**src/rtl/rv_ctrl_pkg.sv**
```systemverilog
// Shared definitions for the multicycle RISC-V control unit: FSM states,
// ALU operation codes, ALUOp classes and the opcodes the decoder recognises.
package rv_ctrl_pkg;

    typedef enum logic [3:0] {
        S_FETCH    = 4'd0,
        S_DECODE   = 4'd1,
        S_MEMADR   = 4'd2,
        S_MEMREAD  = 4'd3,
        S_MEMWB    = 4'd4,
        S_MEMWRITE = 4'd5,
        S_EXECR    = 4'd6,
        S_EXECI    = 4'd7,
        S_ALUWB    = 4'd8,
        S_BEQ      = 4'd9,
        S_JAL      = 4'd10
    } state_t;

    // ALU operation codes driven on ALUControl
    localparam logic [2:0] ALU_ADD = 3'b000;
    localparam logic [2:0] ALU_SUB = 3'b001;
    localparam logic [2:0] ALU_OR  = 3'b010;
    localparam logic [2:0] ALU_AND = 3'b011;
    localparam logic [2:0] ALU_SLT = 3'b101;

    // ALUOp classes produced by the FSM (2'b11 is never generated)
    localparam logic [1:0] ALUOP_ADD   = 2'b00;
    localparam logic [1:0] ALUOP_SUB   = 2'b01;
    localparam logic [1:0] ALUOP_FUNCT = 2'b10;

    // Opcodes
    localparam logic [6:0] OP_LW  = 7'b0000011;
    localparam logic [6:0] OP_SW  = 7'b0100011;
    localparam logic [6:0] OP_R   = 7'b0110011;
    localparam logic [6:0] OP_I   = 7'b0010011;
    localparam logic [6:0] OP_BEQ = 7'b1100011;
    localparam logic [6:0] OP_JAL = 7'b1101111;

endpackage

```
**src/rtl/alu_decoder.sv**
```systemverilog
// ALU decoder: maps the FSM's ALUOp class plus instruction fields onto the
// concrete ALU operation code.
module alu_decoder
    import rv_ctrl_pkg::*;
(
    input  logic       i_op5,
    input  logic [2:0] i_funct3,
    input  logic       i_funct7b5,
    input  logic [1:0] i_alu_op,
    output logic [2:0] o_alu_control
);

    // Combinational decode; only R-type (op[5]=1) with funct7b5 selects sub,
    // so an immediate whose bit 30 happens to be set still adds.
    always_comb begin
        o_alu_control = ALU_ADD;
        case (i_alu_op)
            ALUOP_ADD: o_alu_control = ALU_ADD;
            ALUOP_SUB: o_alu_control = ALU_SUB;
            ALUOP_FUNCT: begin
                case (i_funct3)
                    3'b000:  o_alu_control = (i_op5 & i_funct7b5) ? ALU_SUB : ALU_ADD;
                    3'b010:  o_alu_control = ALU_SLT;
                    3'b110:  o_alu_control = ALU_OR;
                    3'b111:  o_alu_control = ALU_AND;
                    default: o_alu_control = ALU_ADD;
                endcase
            end
            default: o_alu_control = ALU_ADD;
        endcase
    end

endmodule

```
**src/rtl/multicycle_controller.sv**
```systemverilog
// Multicycle RISC-V control unit: Moore FSM sequencing fetch/decode/execute
// with combinational PCWrite, ImmSrc and ALU decode.
module multicycle_controller
    import rv_ctrl_pkg::*;
(
    input  logic       clk,
    input  logic       reset,
    input  logic [6:0] op,
    input  logic [2:0] funct3,
    input  logic       funct7b5,
    input  logic       Zero,
    output logic [1:0] ImmSrc,
    output logic [1:0] ALUSrcA,
    output logic [1:0] ALUSrcB,
    output logic [1:0] ResultSrc,
    output logic       AdrSrc,
    output logic       IRWrite,
    output logic       PCWrite,
    output logic       RegWrite,
    output logic       MemWrite,
    output logic [2:0] ALUControl
);

    state_t     r_state;
    state_t     w_next_state;
    logic [1:0] w_alu_op;
    logic       w_branch;
    logic       w_pc_update;

    // State register; reset returns to FETCH without waiting for a clock edge
    always_ff @(posedge clk or posedge reset) begin
        if (reset) begin
            r_state <= S_FETCH;
        end else begin
            r_state <= w_next_state;
        end
    end

    // Next-state logic
    always_comb begin
        w_next_state = S_FETCH;
        case (r_state)
            S_FETCH: w_next_state = S_DECODE;
            S_DECODE: begin
                case (op)
                    OP_LW, OP_SW: w_next_state = S_MEMADR;
                    OP_R:         w_next_state = S_EXECR;
                    OP_I:         w_next_state = S_EXECI;
                    OP_BEQ:       w_next_state = S_BEQ;
                    OP_JAL:       w_next_state = S_JAL;
                    default:      w_next_state = S_FETCH;
                endcase
            end
            S_MEMADR:   w_next_state = (op == OP_LW) ? S_MEMREAD : S_MEMWRITE;
            S_MEMREAD:  w_next_state = S_MEMWB;
            S_MEMWB:    w_next_state = S_FETCH;
            S_MEMWRITE: w_next_state = S_FETCH;
            S_EXECR:    w_next_state = S_ALUWB;
            S_EXECI:    w_next_state = S_ALUWB;
            S_JAL:      w_next_state = S_ALUWB;
            S_ALUWB:    w_next_state = S_FETCH;
            S_BEQ:      w_next_state = S_FETCH;
            default:    w_next_state = S_FETCH;
        endcase
    end

    // Moore outputs per state; anything not set for a state stays 0
    always_comb begin
        ALUSrcA     = 2'b00;
        ALUSrcB     = 2'b00;
        ResultSrc   = 2'b00;
        AdrSrc      = 1'b0;
        IRWrite     = 1'b0;
        RegWrite    = 1'b0;
        MemWrite    = 1'b0;
        w_alu_op    = ALUOP_ADD;
        w_branch    = 1'b0;
        w_pc_update = 1'b0;
        case (r_state)
            S_FETCH: begin
                IRWrite     = 1'b1;
                ALUSrcB     = 2'b10;
                ResultSrc   = 2'b10;
                w_pc_update = 1'b1;
            end
            S_DECODE: begin
                ALUSrcA = 2'b01;
                ALUSrcB = 2'b01;
            end
            S_MEMADR: begin
                ALUSrcA = 2'b10;
                ALUSrcB = 2'b01;
            end
            S_MEMREAD: AdrSrc = 1'b1;
            S_MEMWB: begin
                ResultSrc = 2'b01;
                RegWrite  = 1'b1;
            end
            S_MEMWRITE: begin
                AdrSrc   = 1'b1;
                MemWrite = 1'b1;
            end
            S_EXECR: begin
                ALUSrcA  = 2'b10;
                w_alu_op = ALUOP_FUNCT;
            end
            S_EXECI: begin
                ALUSrcA  = 2'b10;
                ALUSrcB  = 2'b01;
                w_alu_op = ALUOP_FUNCT;
            end
            S_ALUWB: RegWrite = 1'b1;
            S_BEQ: begin
                ALUSrcA  = 2'b10;
                w_alu_op = ALUOP_SUB;
                w_branch = 1'b1;
            end
            S_JAL: begin
                ALUSrcA     = 2'b01;
                ALUSrcB     = 2'b10;
                w_pc_update = 1'b1;
            end
            default: begin
                ALUSrcA = 2'b00;
            end
        endcase
    end

    // PC enable: unconditional update or taken branch, suppressed during reset
    assign PCWrite = ~reset & (w_pc_update | (w_branch & Zero));

    // Immediate format select straight from the opcode
    always_comb begin
        case (op)
            OP_SW:   ImmSrc = 2'b01;
            OP_BEQ:  ImmSrc = 2'b10;
            OP_JAL:  ImmSrc = 2'b11;
            default: ImmSrc = 2'b00;
        endcase
    end

    alu_decoder u_alu_decoder (
        .i_op5         (op[5]),
        .i_funct3      (funct3),
        .i_funct7b5    (funct7b5),
        .i_alu_op      (w_alu_op),
        .o_alu_control (ALUControl)
    );

endmodule

```
**config.mk**
```make
export PLATFORM = sky130hd
export DESIGN_NAME = multicycle_controller
export DESIGN_NICKNAME = d
export VERILOG_FILES = /design/src/rtl/rv_ctrl_pkg.sv /design/src/rtl/alu_decoder.sv /design/src/rtl/multicycle_controller.sv
export SDC_FILE = /design/constraint.sdc
export NUM_CORES = 1
export LEC_CHECK = 0
export CAP_MARGIN = 20
export CELL_PAD_IN_SITES_DETAIL_PLACEMENT = 0
export CELL_PAD_IN_SITES_GLOBAL_PLACEMENT = 1
export CORE_MARGIN = 2
export CORE_UTILIZATION = 27
export DETAILED_ROUTE_END_ITERATION = 12
export GPL_ROUTABILITY_DRIVEN = 0
export PLACE_DENSITY = 0.92
export SLEW_MARGIN = 25
export SYNTH_ARGS = -nofsm -noshare
export SYNTH_HDL_FRONTEND = slang
export SYNTH_HIERARCHICAL = 1
export SYNTH_SLANG_ARGS = --single-unit
```
**constraint.sdc**
```tcl
create_clock -name clk -period 4.02 [get_ports clk]
set_input_delay 0.402 -clock clk [delete_from_list [all_inputs] [get_ports clk]]
set_output_delay 0.402 -clock clk [all_outputs]
set_load 0.01 [all_outputs]
```
* Word-level counts from Yosys, hierarchy flattened
Index checks and enable logic that the tools add are counted.
Operators by class: add/sub/neg operators 0, multipliers 0, divide/modulo/power cells 0, order comparisons 0, equality and inequality tests 21, shift operators 0, muxes and demuxes 17, bitwise logic cells 5, reduce and logical (&&, ||, !) cells 11
Operators by type and width (count):
- one-hot mux 4 bit (5 select lines) | 2
- equality test 4 x 3 -> 1 bit, second input constant | 4
- one-hot mux 2 bit (2 select lines) | 4
- equality test 7 x 6 -> 1 bit, second input constant | 2
- equality test 7 bit, second input constant | 2
- equality test 4 bit, second input constant | 3
- one-hot mux 3 bit (4 select lines) | 1
- OR reduction 2 bit | 6
- equality test 4 x 2 -> 1 bit, second input constant | 2
- equality test 7 x 2 -> 1 bit, second input constant | 1
- equality test 7 x 5 -> 1 bit, second input constant | 1
- 2-to-1 mux 1 bit | 7
- equality test 3 bit, second input constant | 2
- one-hot mux 2 bit (3 select lines) | 1
- one-hot mux 3 bit (2 select lines) | 1
- OR reduction 3 bit | 2
- equality test 4 x 1 -> 1 bit, second input constant | 1
- logical NOT 4 bit | 1
- OR reduction 4 bit | 1
- AND 1 bit | 3
- equality test 3 x 2 -> 1 bit, second input constant | 1
- logical NOT 3 bit | 1
- 2-to-1 mux 3 bit | 1
- equality test 2 x 1 -> 1 bit, second input constant | 1
- other kinds (3) | 3
Storage, ports and cells: flip-flop bits (word level) 4, bits in latches 0, RAM bits 0, ROM bits 0, bits of input ports 14, output and inout port bits 16, logic and storage cells 55, memories kept 0

* Logic depth before layout (Yosys ltp)
depth after elaboration 5, gate-level depth with buffers 8, mapped depth without buffers 7

* Hierarchy
Netlist, hierarchy kept.
By module, submodules not included:
- multicycle_controller | times used 1, cells an instance 62, area an instance 456.7 sq um, seq. area each 100.1 sq um
- alu_decoder | times used 1, cells an instance 11, area an instance 78.8 sq um, seq. area each 0.0 sq um

* Worst setup path before layout
No wires, ideal clock.
path type flip-flop to output port, start reg r_state[3], end out ALUControl[0], arrival time 1.860 ns, required time 3.618 ns, setup slack 1.758 ns, cell stages (with the launch flop) 8, buffers on the path 1, cell sequence dfrtp_1 -> clkbuf_1 -> nand2b_1 -> or2_1 -> inv_1 -> ha_1 -> or4b_1 -> a21oi_1
On the way: word-level cells in the longest chain between the ends 5, elaborated cells between the ends (all ways) 8, classes of those cells eq/ne (5); mux (2); reduce/logical (1)
Ends and longest elaborated chain:
- from (decl) | RTL line multicycle_controller.sv:24 | state_t r_state;
- from (signal assigned) | RTL line multicycle_controller.sv:35 | r_state <= w_next_state;
- equality test 4 x 3 -> 1 bit | RTL line multicycle_controller.sv:79 | case (r_state)
- OR reduction 2 bit (no line)
- one-hot mux 2 bit (2 select lines) (*) | RTL line multicycle_controller.sv:79
- via w_alu_op[1] | RTL line multicycle_controller.sv:26 | logic [1:0] w_alu_op;
- equality test 2 bit / equality test 2 x 1 -> 1 bit (equally long branches) | RTL line alu_decoder.sv:17 | case (i_alu_op)
- one-hot mux 3 bit (2 select lines) (*) | RTL line alu_decoder.sv:17
- to (decl) | RTL line multicycle_controller.sv:21 | output logic [2:0] ALUControl
Mark *: on every way through the listed nets, which the timed path passes. The rest lies on a longest branch.

* Worst setup path in the final report
start reg r_state[1], end out ALUControl[0]
The elaborated chain is that of the path after synthesis.

==> flow_summary_export.csv <==
group,metric,value,unit
critical_path,arrival,2650,ps
final_layout,drive_gt1_frac,0.0396,
critical_path,worst_path_max_delay_cell,"dfrtp_1",
logic_synthesis,synth_area_leaders,"dfrtp_1 (19%), a21oi_1 (6.5%), nor3_1 (5.6%), nor3b_1 (5.6%), ha_1 (4.7%)",
final_layout,final_nets,119,
placed_design,hpwl,1.21,mm
timing,tightestPinTransition,388,ps
timing,slew_headroom,0.734,
global_route,grt_pass1_wl,2.35,mm
floorplan,die_w,48.5,µm
logic_synthesis,ys.flop_type,"dfrtp_1",
flow_run,max_cap_violations,0,
timing,hold_slack,385,ps
logic_synthesis,synth_cells,73,
timing,period_needed,3050,ps
critical_path,path_cells,"inv_1 -> or2_1 -> inv_1 -> ha_1 -> or4b_1 -> a21oi_1 -> clkdlybuf4s50_1",
critical_path,crit_path_end_kind,"output port",
global_route,grt_max_degree,16,
final_layout,final_cell_count_no_fill,128,
logic_synthesis,seq_area_frac_synth,0.187,
power,total_leakage_power,0.302,nW
logic_synthesis,synth_nets,89,
route,vias,649,
clock_network,cts.sinks,4,
final_layout,num-fill-cells,206,
final_layout,finish.utilization,0.451,
timing,timing_hold_violations_final,0,
final_layout,num_antenna_cells,0,
power,p_total,278,µW
route,first_pass_iters,4,
clock_network,cts_tree,"built",
clock_network,htreeDepth,1,
timing,maxSlewViolCount,0,
logic_synthesis,synthTopCellsByCount,"a21oi_1 (7), inv_1 (6), nor3_1 (6)",
power,vdd_drop_max,0.181,mV
critical_path,rr_startpoint,"r_state[0]",
timing,rsz0062_at_grt,"false",
final_layout,top_regs,"r_state: 4 flops",
power,powerDensity,321,nW/µm²
floorplan,die-area,2360,µm²
critical_path,cp-start-kind,"flip-flop",
clock_network,cts_hold_buf,0,
status,status,"finished clean",
clock_network,clk_pin_slew,40,ps
route,dr.first_iter.drc_count,6,
route,wl_per_cell,11.7,µm
critical_path,slowest_delay,570,ps
min_path,hp-class,"input pin to asynchronous set/reset pin",
floorplan,io_pins,30,
logic_synthesis,avgSynthCellArea,7.34,µm²
timing,period_share,0.759,
global_route,grt_use_total,0.125,
timing,clock_skew,5.32,ps
clock_network,postCtsSetupRepairBufs,0,
critical_path,cp_max_fo,13,
clock_network,cts_resized,0,
timing,fmax,328,MHz
final_layout,syn2layout_area_growth,61.9,%
final_layout,regMostFlops,"r_state",
floorplan,core_area,1920,µm²
global_route,grt_pass1_vias,585,
timing,setup_viol,0,
placed_design,dp.cells,125,
placed_design,portBuffers,29,
clock_network,clockBufferDepth,2,
critical_path,cpMostUsedCell,"inv_1",
logic_synthesis,synth_cell_types,34,
floorplan,die_h,48.5,µm
logic_synthesis,syn-cell-area,536,µm²
final_layout,largest_reg_flops,4,
critical_path,critPathLaunch,"r_state[1]",
route,drtAntennaViolNets,0,
floorplan,start_util,0.279,
logic_synthesis,ys_warn_count,6,
logic_synthesis,synth_top_area_frac,0.187,
critical_path,worst_ep_required_time,3620,ps
critical_path,critPathKind,"flip-flop to output port",
route,wl,1.50,mm
timing,fin_tns_setup,0,ps
clock_network,cts_buffers,3,
route,routed_via_density,5.07,
global_route,antenna_found_initial,0,
logic_synthesis,synth_seq_cells,4,
logic_synthesis,async_reset_ff_frac,1.00,
global_route,grt_overflow,0,
logic_synthesis,synth_top_area_cell,"dfrtp_1",
floorplan,rows,16,
logic_synthesis,post-synth-top-count-cell,"a21oi_1",
clock_network,cts-root-buf,"clkbuf_4",
logic_synthesis,synth_edf_count,0,
clock_network,clk_latency,230,ps
route,route.detailed.drc,0,
[layout by cell type (no fill, tap or decap), types with 3 or more instances in the layout]
cell type,Yosys,layout
nand2_1,4,4
nor2_1,5,5
clkdlybuf4s50_1,0,29
dfrtp_1,4,4
a21oi_1,7,7
nor3_1,6,6
clkbuf_4,0,3
nor3b_1,4,4
nand2b_1,3,3
inv_1,6,6
[logic make-up after synthesis]
family                     count (synthesis)  share of synthesized area
muxes                                      1                     0.0187
and+or+nand+nor                           36                      0.418
buffers and inverters                     10                     0.0701
DFF                                        4                      0.187
xor gates and xnor gates                   3                     0.0491
AOI/OAI and AO/OA                         17                      0.210
adders and majority gates                  2                     0.0467
[metal layers]
metal	vias up	track usage	part of all wire
met5	-	0	0
met4	0	0.0429	0
met3	0	0.0494	0.057
met2	21	0.213	0.50
met1	304	0.143	0.44
li1	324	-	-
[where the power goes]
part	switching [mW]	internal, mW	leakage, nW
clock	0.0144	0.0332	0.0138
sequential	0.0223	0.0463	0.0538
combinational	0.0689	0.0929	0.235
total	0.106	0.172	0.302
[final timing paths]
path	end	slack, ps	depth (start not counted)
min	r_state[3]	380	2
max in group asynchronous	r_state[1]	3490	2
min in group clk	r_state[3]	750	1
max reg2reg	r_state[1]	2070	3
max	ALUControl[0]	970	7
min reg2reg	r_state[3]	750	1
[worst max-delay path: cells and delay by family (launching register included)]
family          cells  cell delay, ps
compound gates      1             150
fa+ha+maj           1             190
buf+inv             3             790
flops               1             570
simple gates        2             720
[cell type report]
type,count,area (µm²),area share
multi-input cells,59,398,0.459
clock buffers,3,22.5,0.0260
well taps,27,33.8,0.0390
inverters,6,22.5,0.0260
repair buffers,29,290,0.335
flip-flops and latches,4,100,0.115
[per-stage QoR]
| step | setup WS (ps) | area, µm² |
|---|---|---|
| floorplan | 1760 | 536 |
| global placement | 1310 | 845 |
| detailed placement | 1220 | 845 |
| CTS | 963 | 867 |
| global route | 798 | 867 |
| finish | 970 | 867 |
(Power assumes the default switching activity.)
==> variant (same settings) <==
Add an input register stage for `op`, `funct3`, `funct7b5` and `Zero`; this delays them by one clock. Comments in the files are not updated.
--- a/src/rtl/multicycle_controller.sv
+++ b/src/rtl/multicycle_controller.sv
@@ -21,6 +21,18 @@
     output logic [2:0] ALUControl
 );
 
+    logic [6:0] op_q;
+    logic [2:0] funct3_q;
+    logic funct7b5_q;
+    logic Zero_q;
+
+    always_ff @(posedge clk) begin
+        op_q       <= op;
+        funct3_q   <= funct3;
+        funct7b5_q <= funct7b5;
+        Zero_q     <= Zero;
+    end
+
     state_t     r_state;
     state_t     w_next_state;
     logic [1:0] w_alu_op;
@@ -42,7 +54,7 @@
         case (r_state)
             S_FETCH: w_next_state = S_DECODE;
             S_DECODE: begin
-                case (op)
+                case (op_q)
                     OP_LW, OP_SW: w_next_state = S_MEMADR;
                     OP_R:         w_next_state = S_EXECR;
                     OP_I:         w_next_state = S_EXECI;
@@ -51,7 +63,7 @@
                     default:      w_next_state = S_FETCH;
                 endcase
             end
-            S_MEMADR:   w_next_state = (op == OP_LW) ? S_MEMREAD : S_MEMWRITE;
+            S_MEMADR:   w_next_state = (op_q == OP_LW) ? S_MEMREAD : S_MEMWRITE;
             S_MEMREAD:  w_next_state = S_MEMWB;
             S_MEMWB:    w_next_state = S_FETCH;
             S_MEMWRITE: w_next_state = S_FETCH;
@@ -127,11 +139,11 @@
     end
 
     // PC enable: unconditional update or taken branch, suppressed during reset
-    assign PCWrite = ~reset & (w_pc_update | (w_branch & Zero));
+    assign PCWrite = ~reset & (w_pc_update | (w_branch & Zero_q));
 
     // Immediate format select straight from the opcode
     always_comb begin
-        case (op)
+        case (op_q)
             OP_SW:   ImmSrc = 2'b01;
             OP_BEQ:  ImmSrc = 2'b10;
             OP_JAL:  ImmSrc = 2'b11;
@@ -140,9 +152,9 @@
     end
 
     alu_decoder u_alu_decoder (
-        .i_op5         (op[5]),
-        .i_funct3      (funct3),
-        .i_funct7b5    (funct7b5),
+        .i_op5         (op_q[5]),
+        .i_funct3      (funct3_q),
+        .i_funct7b5    (funct7b5_q),
         .i_alu_op      (w_alu_op),
         .o_alu_control (ALUControl)
     );
Check against the original RTL: not equivalent (Yosys sat finds a counterexample within 4 cycles, from zero or initial values and one cycle with reset high).
==> variant against the unedited design <==
- worst setup slack got worse by 0.013 ns
- cell count rose by 16%
- hold slack got worse by 0.033 ns
- total power rose by 64%
- final area rose by 30%
- maximum frequency fell by 0.42%
- count of clock-buffer cells in the layout rose by 1
- wire length rose by 17%
- via count rose by 15%
- register-to-register slack improved by 0.63 ns
- synthesized cell count rose by 22%
- the flow now finishes with violations (design-rule violations)
- synthesized area rose by 51%
- global-route usage fell by 0.79 points
- sequential cell count rose by 12
==> variant: results (changes against the unedited design) <==
- Biggest regs: op_q (7), r_state (4), funct3_q (3) (was r_state (4))
- Fin cells: 148 (was 128)
- Mapped Nets: 105 (was 89)
- Placed inst area: 1104 um2 (was 844.6 um2)
- Vias per cell: 5.047 (was 5.070)
- DR DRC count: 2 (was 0)
- Worst-path clk slew: 0.09 ns (was 0.04 ns)
- First DRT Iteration DRCs: 16 (was 6)
- Vias in the first global route: 716 (was 585)
- Drt total wl: 1.760 mm (was 1.501 mm)
- Critical path fanouts, max: 12 (was 13)
- Share of layout cells above drive strength 1: 8.547% (was 3.960%)
- Synth Area in XOR/XNOR: 2.167% (was 4.907%)
- Layout Skew: 0.005700 ns (was 0.005320 ns)
- Worst r2r dst: r_state[3] (was r_state[1])
- Syn Area/Cell: 9.082 um2 (was 7.336 um2)
- R2r startpoint: r_state[2] (was r_state[0])
- # placed instances: 144 (was 125)
- Global-route wire length before repair: 3.118 mm (was 2.346 mm)
- Most frequent cells after synthesis: dfxtp_1 (12), inv_1 (8), nand2_1 (7), nor2_1 (7), a21oi_1 (6) (was a21oi_1 (7), inv_1 (6), nor3_1 (6), nor2_1 (5))
- Max rail drop VDD: 273.2 uV (was 181.5 uV)
- Post-synthesis mux area share: 0% (was 1.869%)
- Worst min-delay path class: input port to asynchronous set/reset pin (unchanged)
- 1st-pass router iterations: 8 (was 4)
- Synth area leaders: dfxtp_1 (30%), dfrtp_1 (12%), a21oi_1 (3.7%) (was dfrtp_1 (19%), a21oi_1 (6.5%), nor3_1 (5.6%))
- Pleak: 0.4223 nW (was 0.3022 nW)
- Total global-route track usage: 11.72% (was 12.52%)
- Compound-Gate Fraction of Synth Area: 15.63% (was 21.03%)
- Reg-to-reg slack, setup: 2.70 ns (was 2.07 ns)
- Largest net degree at the start of global routing: 14 (was 16)
- Post-synth cell types: 38 (was 34)
- Failing checks: design-rule violations
- Post-synthesis sequential area ratio: 42.11% (was 18.69%)
- NumNets Final: 134 (was 119)
- Pre-CTS setup slack: 1.274 ns (was 1.216 ns)
- Port Buffer Count: 29 (unchanged)
- Post-Synth Adder-Cell Area: 3.096% (was 4.673%)
- Status: finished with violations (was completed)
- H-tree Lvls: 1 (unchanged)
- FFs w/ async S/R, synth: 25.00% (was 100.0%)
- Clk_lat worst skew: 0.28 ns (was 0.23 ns)
- HPWL Detailed: 1.397 mm (was 1.212 mm)
- R2r worst-path depth: 2 (was 3)
==> variant: changes by cell type after synthesis, moves of 3 or more <==
cell / delta
dfxtp_1: +12
nand2_1: +3
nor3_1: -3
buf_2: +3
clkbuf_1: -3
==> variant: routing by layer <==
metal | GRT usage [%] | wire (um) | part of all wire (%)
met1 | 14.83 | 808 | 46
met2 | 19.74 | 811 | 46
met3 | 1.319 | 112 | 6.4
met4 | 5.844 | 27 | 1.5
met5 | 0 | 0 | 0
==> variant: how the worst max path moves through the flow <==
stage                          start       endpoint  slack [ns]  cells after the start
after floorplan           r_state[1]  ALUControl[2]        2.03                      7
after global placement    r_state[1]  ALUControl[0]        1.43                      8
after detailed placement  r_state[1]  ALUControl[0]        1.27                      8
after CTS                 r_state[1]  ALUControl[0]        0.96                      8
after global routing      r_state[1]  ALUControl[0]        0.73                      8
final                     r_state[1]  ALUControl[0]        0.96                      8
==> variant: critical path, cell delays in order, from the launching register on <==
cell	delay [ns]
dfrtp_1	0.58
inv_1	0.15
nand2_1	0.15
nor2_1	0.08
inv_1	0.06
ha_1	0.18
or4b_1	0.45
a21oi_1	0.16
clkdlybuf4s50_1	0.57
==> variant: area by class of cell <==
class / count / area (um2)
Tap cell: 31 / 38.79
Inverter: 8 / 30.03
Sequential cell: 16 / 340.3
Multi-Input combinational cell: 60 / 404.1
Timing Repair Buffer: 29 / 290.3
Clock buffer: 4 / 26.28
Fill cell: 286 / 1675
==> variant: cells by family (layout without fill, tap and decap cells) <==
group           Yosys count  in the layout
xor+xnor                  2              2
compound gates           18             18
buf+inv                  13             41
simple gates             38             38
fa+ha+maj                 2              2
flops                    16             16
==> variant: where the power goes <==
part           switching (mW)  leakage (nW)  internal [mW]  total, mW
clock network          0.0462        0.0150         0.0385     0.0847
registers              0.0254         0.154          0.171      0.197
logic                  0.0745         0.253          0.101      0.176
